<file path="config.mk">
export PLATFORM = sky130hd
export DESIGN_NAME = demux_1x4_seq
export DESIGN_NICKNAME = d
export VERILOG_FILES = /design/src/rtl/demux_1x4_seq_pkg.sv /design/src/rtl/demux_1x4_seq_decoder_2x4.sv /design/src/rtl/demux_1x4_seq.sv
export SDC_FILE = /design/constraint.sdc
export NUM_CORES = 1
export LEC_CHECK = 0
export BUFFER_PORTS_ARGS = -buffer_cell sky130_fd_sc_hd__buf_2
export CELL_PAD_IN_SITES_DETAIL_PLACEMENT = 1
export CELL_PAD_IN_SITES_GLOBAL_PLACEMENT = 1
export CORE_MARGIN = 2
export CORE_UTILIZATION = 30
export CTS_BUF_LIST = sky130_fd_sc_hd__clkbuf_2 sky130_fd_sc_hd__clkbuf_4 sky130_fd_sc_hd__clkbuf_8
export DETAILED_ROUTE_END_ITERATION = 8
export HOLD_SLACK_MARGIN = 0.08
export PLACE_DENSITY = 0.74
export SYNTH_ARGS = -nofsm -noshare
export SYNTH_HDL_FRONTEND = slang
export SYNTH_SLANG_ARGS = --single-unit
</file>
<file path="constraint.sdc">
create_clock -name clk -period 3.1 [get_ports clk]
set_clock_uncertainty 0.15 [all_clocks]
set_input_delay 0.155 -clock clk [delete_from_list [all_inputs] [get_ports clk]]
set_output_delay 0.155 -clock clk [all_outputs]
set_load 0.1 [all_outputs]
</file>
<file path="src/rtl/demux_1x4_seq_pkg.sv">
// Shared constants and pointer-state type for the registered 1-to-4 demultiplexer.
// Channel count, select width, mode encodings and the round-robin pointer states.
package demux_1x4_seq_pkg;

    localparam int   NUM_CH        = 4;
    localparam int   SEL_W         = 2;
    localparam logic MODE_EXPLICIT = 1'b0;
    localparam logic MODE_AUTO     = 1'b1;

    typedef enum logic [SEL_W-1:0] {
        S0 = 2'd0,
        S1 = 2'd1,
        S2 = 2'd2,
        S3 = 2'd3
    } ptr_state_t;

    // S3 wraps back to S0 through the natural 2-bit overflow.
    function automatic ptr_state_t ptr_advance(input ptr_state_t s);
        logic [SEL_W-1:0] nxt;
        nxt = s + 2'd1;
        return ptr_state_t'(nxt);
    endfunction

endpackage

</file>
<file path="src/rtl/demux_1x4_seq_decoder_2x4.sv">
// Combinational 2-to-4 one-hot decoder with an enable.
// Produces the channel write-enables, which are also registered as y_valid.
module demux_1x4_seq_decoder_2x4
    import demux_1x4_seq_pkg::*;
(
    input  logic [SEL_W-1:0]  sel_i,
    input  logic              en_i,
    output logic [NUM_CH-1:0] onehot_o
);

    generate
        for (genvar gi = 0; gi < NUM_CH; gi++) begin : g_dec
            assign onehot_o[gi] = en_i && (sel_i == SEL_W'(gi));
        end
    endgenerate

endmodule

</file>
<file path="src/rtl/demux_1x4_seq.sv">
// Registered 1-to-4 demultiplexer: explicit channel select or round-robin frame reassembly.
// All outputs come straight from registers; the pointer FSM and frame snapshot live here.
module demux_1x4_seq
    import demux_1x4_seq_pkg::*;
#(
    parameter int WIDTH = 1
) (
    input  logic                    clk,
    input  logic                    rst_n,
    input  logic                    clear,
    input  logic [WIDTH-1:0]        din,
    input  logic                    din_valid,
    input  logic [SEL_W-1:0]        sel,
    input  logic                    auto_mode,
    output logic [NUM_CH*WIDTH-1:0] Y,
    output logic [NUM_CH-1:0]       y_valid,
    output logic [SEL_W-1:0]        ptr,
    output logic                    frame_done,
    output logic [NUM_CH*WIDTH-1:0] frame_word
);

    ptr_state_t                    ptr_q;
    ptr_state_t                    ptr_d;
    logic [NUM_CH-1:0][WIDTH-1:0]  y_q;
    logic [NUM_CH-1:0]             y_valid_q;
    logic                          frame_done_q;
    logic [NUM_CH*WIDTH-1:0]       frame_word_q;
    logic [NUM_CH*WIDTH-1:0]       frame_word_d;
    logic [SEL_W-1:0]              ch_sel;
    logic [NUM_CH-1:0]             wr_en;

    assign ch_sel = (auto_mode == MODE_EXPLICIT) ? sel : ptr_q;
    assign ptr_d  = ptr_advance(ptr_q);

    // The closing word is taken from din directly; channel 3 is only written on this same edge.
    assign frame_word_d = {din, y_q[2], y_q[1], y_q[0]};

    demux_1x4_seq_decoder_2x4 u_decoder_2x4 (
        .sel_i    (ch_sel),
        .en_i     (din_valid),
        .onehot_o (wr_en)
    );

    always_ff @(posedge clk or negedge rst_n) begin
        if (!rst_n) begin
            ptr_q        <= S0;
            y_q          <= '0;
            y_valid_q    <= '0;
            frame_done_q <= 1'b0;
            frame_word_q <= '0;
        end else if (clear) begin
            ptr_q        <= S0;
            y_q          <= '0;
            y_valid_q    <= '0;
            frame_done_q <= 1'b0;
            frame_word_q <= '0;
        end else begin
            y_valid_q    <= wr_en;
            frame_done_q <= 1'b0;
            for (int k = 0; k < NUM_CH; k++) begin
                if (wr_en[k]) begin
                    y_q[k] <= din;
                end
            end
            // Leaving auto mode abandons any partial frame so the next one starts at channel 0.
            if (auto_mode != MODE_AUTO) begin
                ptr_q <= S0;
            end else if (din_valid) begin
                ptr_q <= ptr_d;
                if (ptr_q == S3) begin
                    frame_done_q <= 1'b1;
                    frame_word_q <= frame_word_d;
                end
            end
        end
    end

    assign Y          = y_q;
    assign y_valid    = y_valid_q;
    assign ptr        = ptr_q;
    assign frame_done = frame_done_q;
    assign frame_word = frame_word_q;

endmodule

</file>
# --- Word level (Yosys, flattened, before mapping) ---
# Cells that the tools add are included.
totals:
  ff_bits: 15
  mem_bits_ro: 0
  elab_cells: 45
  mem_count: 0
  latch_bits: 0
  input_bits: 8
  mem_bits_rw: 0
  output_inout_bits: 15
op_classes:
  n_bitwise: 0
  n_eq_ne: 5
  shifts: 0
  muxes: 18
  n_div: 0
  reduce_logical: 13
  n_lt_le_gt_ge: 0
  addsub: 1
  multipliers: 0
op_table:
  columns: ["cell", "count"]
  rows:
  - ["$mux W4", 6]
  - ["$reduce_bool A2 Y1", 7]
  - ["$mux W1", 8]
  - ["$mux W2", 4]
  - ["$eq A2 B2 Y1 const B", 3]
  - ["$logic_and A1 B1 Y1", 4]
  - ["$ne A3 B3 Y1 const B", 1]
  - ["$reduce_and A3 Y1", 1]
  - ["$add A2 B1 Y2 const B", 1]
  - ["$eq A2 B1 Y1 const B", 1]
  - ["$logic_not A2 Y1", 1]

# --- Logic depth before layout (Yosys ltp) ---
logic_depth:
  depth_word: 5
  ltp_mapped: 4
  ltp_nobuf: 4

# --- Cells and area by module ---
# Synthesis repeated with hierarchy kept, for this count alone.
unflattened:
  hier_cells: 56
  area_unflattened_um2: 680.7
modules_own_cells:
  columns: ["mod", "cells_per_inst", "area_each_um2", "instances"]
  rows:
  - ["demux_1x4_seq", 52, 643.1, 1]
  - ["demux_1x4_seq_decoder_2x4", 4, 37.5, 1]

# --- Worst setup path before layout ---
# No wires, ideal clock.
synth_timing:
  path_kind: "register -> register"
  startpoint: "register ptr_q[0], in the netlist ptr[0]"
  endpoint: "register frame_word_q[0], in the netlist frame_word[0]"
  synth_period_minus_slack_ns: 1.999
  n_path_buf: 0
  t_required_ns: 2.828
  stages_incl_launch_ff: 5
  setup_slack_ns: 1.101
  arrival_ns: 1.727
  path_cell_list: "dfrtp_1 > ha_1 > nand3_1 > mux2i_1 > nor2_1"
synth_via:
  elab_chain_len: 3
synth_lines:
  columns: ["element", "line_no", "source"]
  rows:
  - ["start: declaration", "demux_1x4_seq.sv:22", "ptr_state_t ptr_q;"]
  - ["start signal: assignment", "demux_1x4_seq.sv:69", "ptr_q <= ptr_d;"]
  - ["$eq A2 B2 Y1", "demux_1x4_seq.sv:70", "if (ptr_q == S3) begin"]
  - ["$reduce_bool A2 Y1 (no line)", null, null]
  - ["$reduce_and A3 Y1 (no line)", null, null]
  - ["end signal: assignment", "demux_1x4_seq.sv:72", "frame_word_q <= frame_word_d;"]
  - ["end: declaration", "demux_1x4_seq.sv:27", "logic [NUM_CH*WIDTH-1:0] frame_word_q;"]
# No other way between the ends.
# A chain may end at the register's enable or synchronous reset.

# --- Final worst setup path ---
layout_timing:
  startpoint: "register ptr_q[0], in the netlist ptr[0]"
  endpoint: "output port ptr[0]"
layout_lines:
  columns: ["element", "line_no", "source"]
  rows:
  - ["end: declaration", "demux_1x4_seq.sv:17", "output logic [SEL_W-1:0] ptr,"]
# No word-level cell between the ends.

==> impl_results.rst <==
.. list-table::
   :header-rows: 1

   * - Metric
     - Value
   * - Syn-to-layout area delta
     - 30.0%
   * - Number of buffers created by CTS
     - 3
   * - Final HPWL from detailed placement
     - 1.19 mm
   * - FFs w/ async S/R, synth
     - 100%
   * - RePlAce Congestion
     - 0.768
   * - Net switching power
     - 0.123 mW
   * - Number of hold violations in the final report
     - 0
   * - Worst Setup End Kind
     - output pin
   * - Final count of pins violating max slew
     - 0
   * - Total Neg Setup Slack
     - 0 ns
   * - Maximum single-stage delay on the critical path
     - 0.48 ns
   * - Global-route congestion overflow total
     - 0
   * - CTS H-tree depth
     - 1
   * - Setup repair after global routing missed its margin
     - false
   * - Count of yosys warnings during synthesis
     - 0
   * - Number of global-route vias before repair
     - 579
   * - Sequential fraction of design power
     - 52.0%
   * - Class of the tightest hold or removal check
     - in2reg
   * - Die Width
     - 51.9 um
   * - DRC violation total after the first TritonRoute iteration
     - 2
   * - Maximum operating frequency
     - 0.647 GHz
   * - Most used DFF post-synth
     - dfrtp_1
   * - Buffers from clock root to sink, at most
     - 2
   * - Hold Crit Start
     - sel[1]
   * - Sw Share
     - 31.5%
   * - Wire length of the first global-routing pass
     - 2.72 mm
   * - CTS tree
     - yes
   * - Main area contributors after synthesis
     - dfrtp_1 (55%), mux2i_1 (13%), nor2_1 (4.9%), nand2_1 (4.4%), mux2i_4 (3.3%)
   * - Clk Latency, worst-skew pair
     - 0.28 ns
   * - Internal power
     - 0.268 mW
   * - Number of buffers inserted to repair setup after CTS
     - 0
   * - Transition time of the tightest slew-check pin
     - 0.491 ns
   * - Overall Global Routing Usage
     - 13.7%
   * - Count of final setup violators
     - 0
   * - Kind of launch point of the worst setup path
     - register
   * - Vias per inst
     - 4.68
   * - Most instantiated cells after synthesis
     - dfrtp_1 (15), mux2i_1 (9), nor2_1 (9)
   * - Final clock period utilization by the worst path
     - 49.8%
   * - CP max-delay cell
     - dfrtp_1
   * - Clock network power share
     - 28.6%
   * - Clk slew on worst S/H paths
     - 0.09 ns
   * - Layout cells sized above 1
     - 32.2%
   * - Largest delay share family, worst path
     - flip-flops
   * - Syn_area_per_cell
     - 11.3 um2
   * - Number of remaining DRC errors
     - 0
   * - Root Buffer Master
     - clkbuf_4
   * - Worst hold slack after final layout
     - 0.0880 ns
   * - Critical path cell sequence
     - buf_2
   * - Detailed-router iteration count before antenna repair
     - 2
   * - Area inside the core boundary
     - 0.00219 mm2
   * - Initial core utilization
     - 31.4%
   * - WP buf/inv
     - 1
   * - Initial antenna violation count
     - 0
   * - Count of pins on the block boundary
     - 23
   * - Number of nets in the layout
     - 100
   * - Cell Count Post-Placement
     - 109
   * - Pin count of the biggest net entering global routing
     - 16
   * - Number of cells in the finished layout apart from fillers
     - 118
   * - Routed length per placed instance
     - 12.9 um
   * - Post-Syn Area
     - 688 um2
   * - Number of nets produced by synthesis
     - 70
   * - Cell accounting for the most synthesized area
     - dfrtp_1
   * - Worst slew margin relative to its limit
     - 67.5%
   * - Number of I/O port buffers
     - 22
   * - Reg2Reg Launch Point
     - ptr[0]
   * - Startpoint of the worst setup timing path
     - ptr[0]
   * - Data arrival time of the critical path
     - 1.24 ns
   * - Share of the synthesized area in the top cell type
     - 54.5%
   * - Total power per unit cell area
     - 437 mW/mm2
   * - Total wire length
     - 1.52 mm
   * - Result of the run
     - finished, final reports clean
   * - Fill cells
     - 257
   * - CP required
     - 2.79 ns
   * - Dominant cell by count in the synthesized netlist
     - dfrtp_1
   * - Distinct cell type count after synthesis
     - 21
   * - Minimum period implied by the final worst setup slack
     - 1.54 ns
   * - Total clock sinks
     - 15
   * - Floorplan die area
     - 0.00269 mm2
   * - Peak supply drop
     - 0.230 mV
   * - Sequential-to-total area share from yosys stat
     - 54.5%
   * - Part of the total power dissipated in combinational logic
     - 19.5%
   * - Count of state elements after synthesis
     - 15
   * - Post-Synthesis Cells
     - 61
   * - Site Rows
     - 17
   * - # diodes
     - 0
   * - Max-capacitance violation count
     - 0
   * - Number of enable-type register cells in the synthesized netlist
     - 0
   * - Antenna violation net count after detailed routing
     - 0
   * - Max FO, Critical Path
     - 6
   * - P_leak
     - 0.514 nW
   * - Category of the most critical setup path
     - reg2out
   * - Via count
     - 552
   * - Vertical extent of the die
     - 51.9 um
## logic make-up after synthesis
group | Yosys count | share of synthesized area (%)
compound gates | 3 | 2.91
xor+xnor | 1 | 1.27
fa+ha+maj | 1 | 1.82
buf+inv | 3 | 2.91
flops | 15 | 54.5
mux | 11 | 18.0
simple gates | 27 | 18.5
## final cells by class
cell class	count	area [um2]	area share, %
clock inverters	1	5.00	0.559
repair buffers	27	160	17.9
clock buffers	3	22.5	2.52
inverters	1	3.75	0.420
multi-input cells	43	293	32.7
well taps	28	35.0	3.92
flip-flops and latches	15	375	42.0
## layer usage
metal / part of all wire [%] / vias to the layer above / track usage (%)
li1: - / 271 / -
met5: 0 / - / 0
met3: 5.6 / 2 / 5.46
met1: 42 / 265 / 16.6
met2: 52 / 14 / 23.0
met4: 0.66 / 0 / 2.63
## what timing repair did
action                                 CTS  global route
resized for setup                        0             0
endpoints found under the hold margin   23             0
hold buffers                             5             0
setup endpoints to repair                0             0
## final timing paths
| check | to | slack, ns | cells past startpoint |
|---|---|---|---|
| setup reg to reg | frame_word[3] | 1.66 | 4 |
| setup / recovery | ptr[0] | 1.56 | 1 |
| max in group asynchronous | frame_word[3] | 2.40 | 2 |
| min in group asynchronous | y_valid[0] | 0.14 | 2 |
| hold / removal | y_valid[0] | 0.09 | 4 |
| hold reg to reg | Y[3] | 0.38 | 1 |
## cell usage in the layout, fill, tap and decap left out, drive strengths merged
cell type     n
a21oi         1
a41o          1
and3b         1
buf          22
clkbuf        3
clkinv        1
dfrtp        15
dlygate4sd3   5
ha            1
inv           1
mux2          1
mux2i        10
nand2         8
nand2b        1
nand3         3
nand4         1
nand4b        1
nor2          9
nor3          2
nor3b         1
o21ai         1
xnor2         1
## power groups by stage
stage / sequential (mW) / combinational (mW) / clock [mW]
CTS: 0.203 / 0.0774 / 0.117
detailed placement: 0.207 / 0.0724 / 0
floorplan: 0.238 / 0.0222 / 0
global route: 0.204 / 0.0821 / 0.127
finish: 0.203 / 0.0761 / 0.112
global placement: 0.207 / 0.0710 / 0
## sequential cells by signal (all words and copies together), names as in the netlist
signal and flops:
frame_done 1, Y 4, y_valid 4, ptr 2
frame_word 4
## per-stage QoR
step                power, mW  worst slack, ns  instance area (um2)  util [%]
CTS                     0.398             1.54                  895      40.8
floorplan               0.261             1.10                  688         -
global route            0.413             1.46                  895      40.8
finish                  0.391             1.56                  895      40.8
detailed placement      0.280             1.65                  817      37.3
global placement        0.278             1.68                  817      37.3
(Power assumes the default switching activity.)
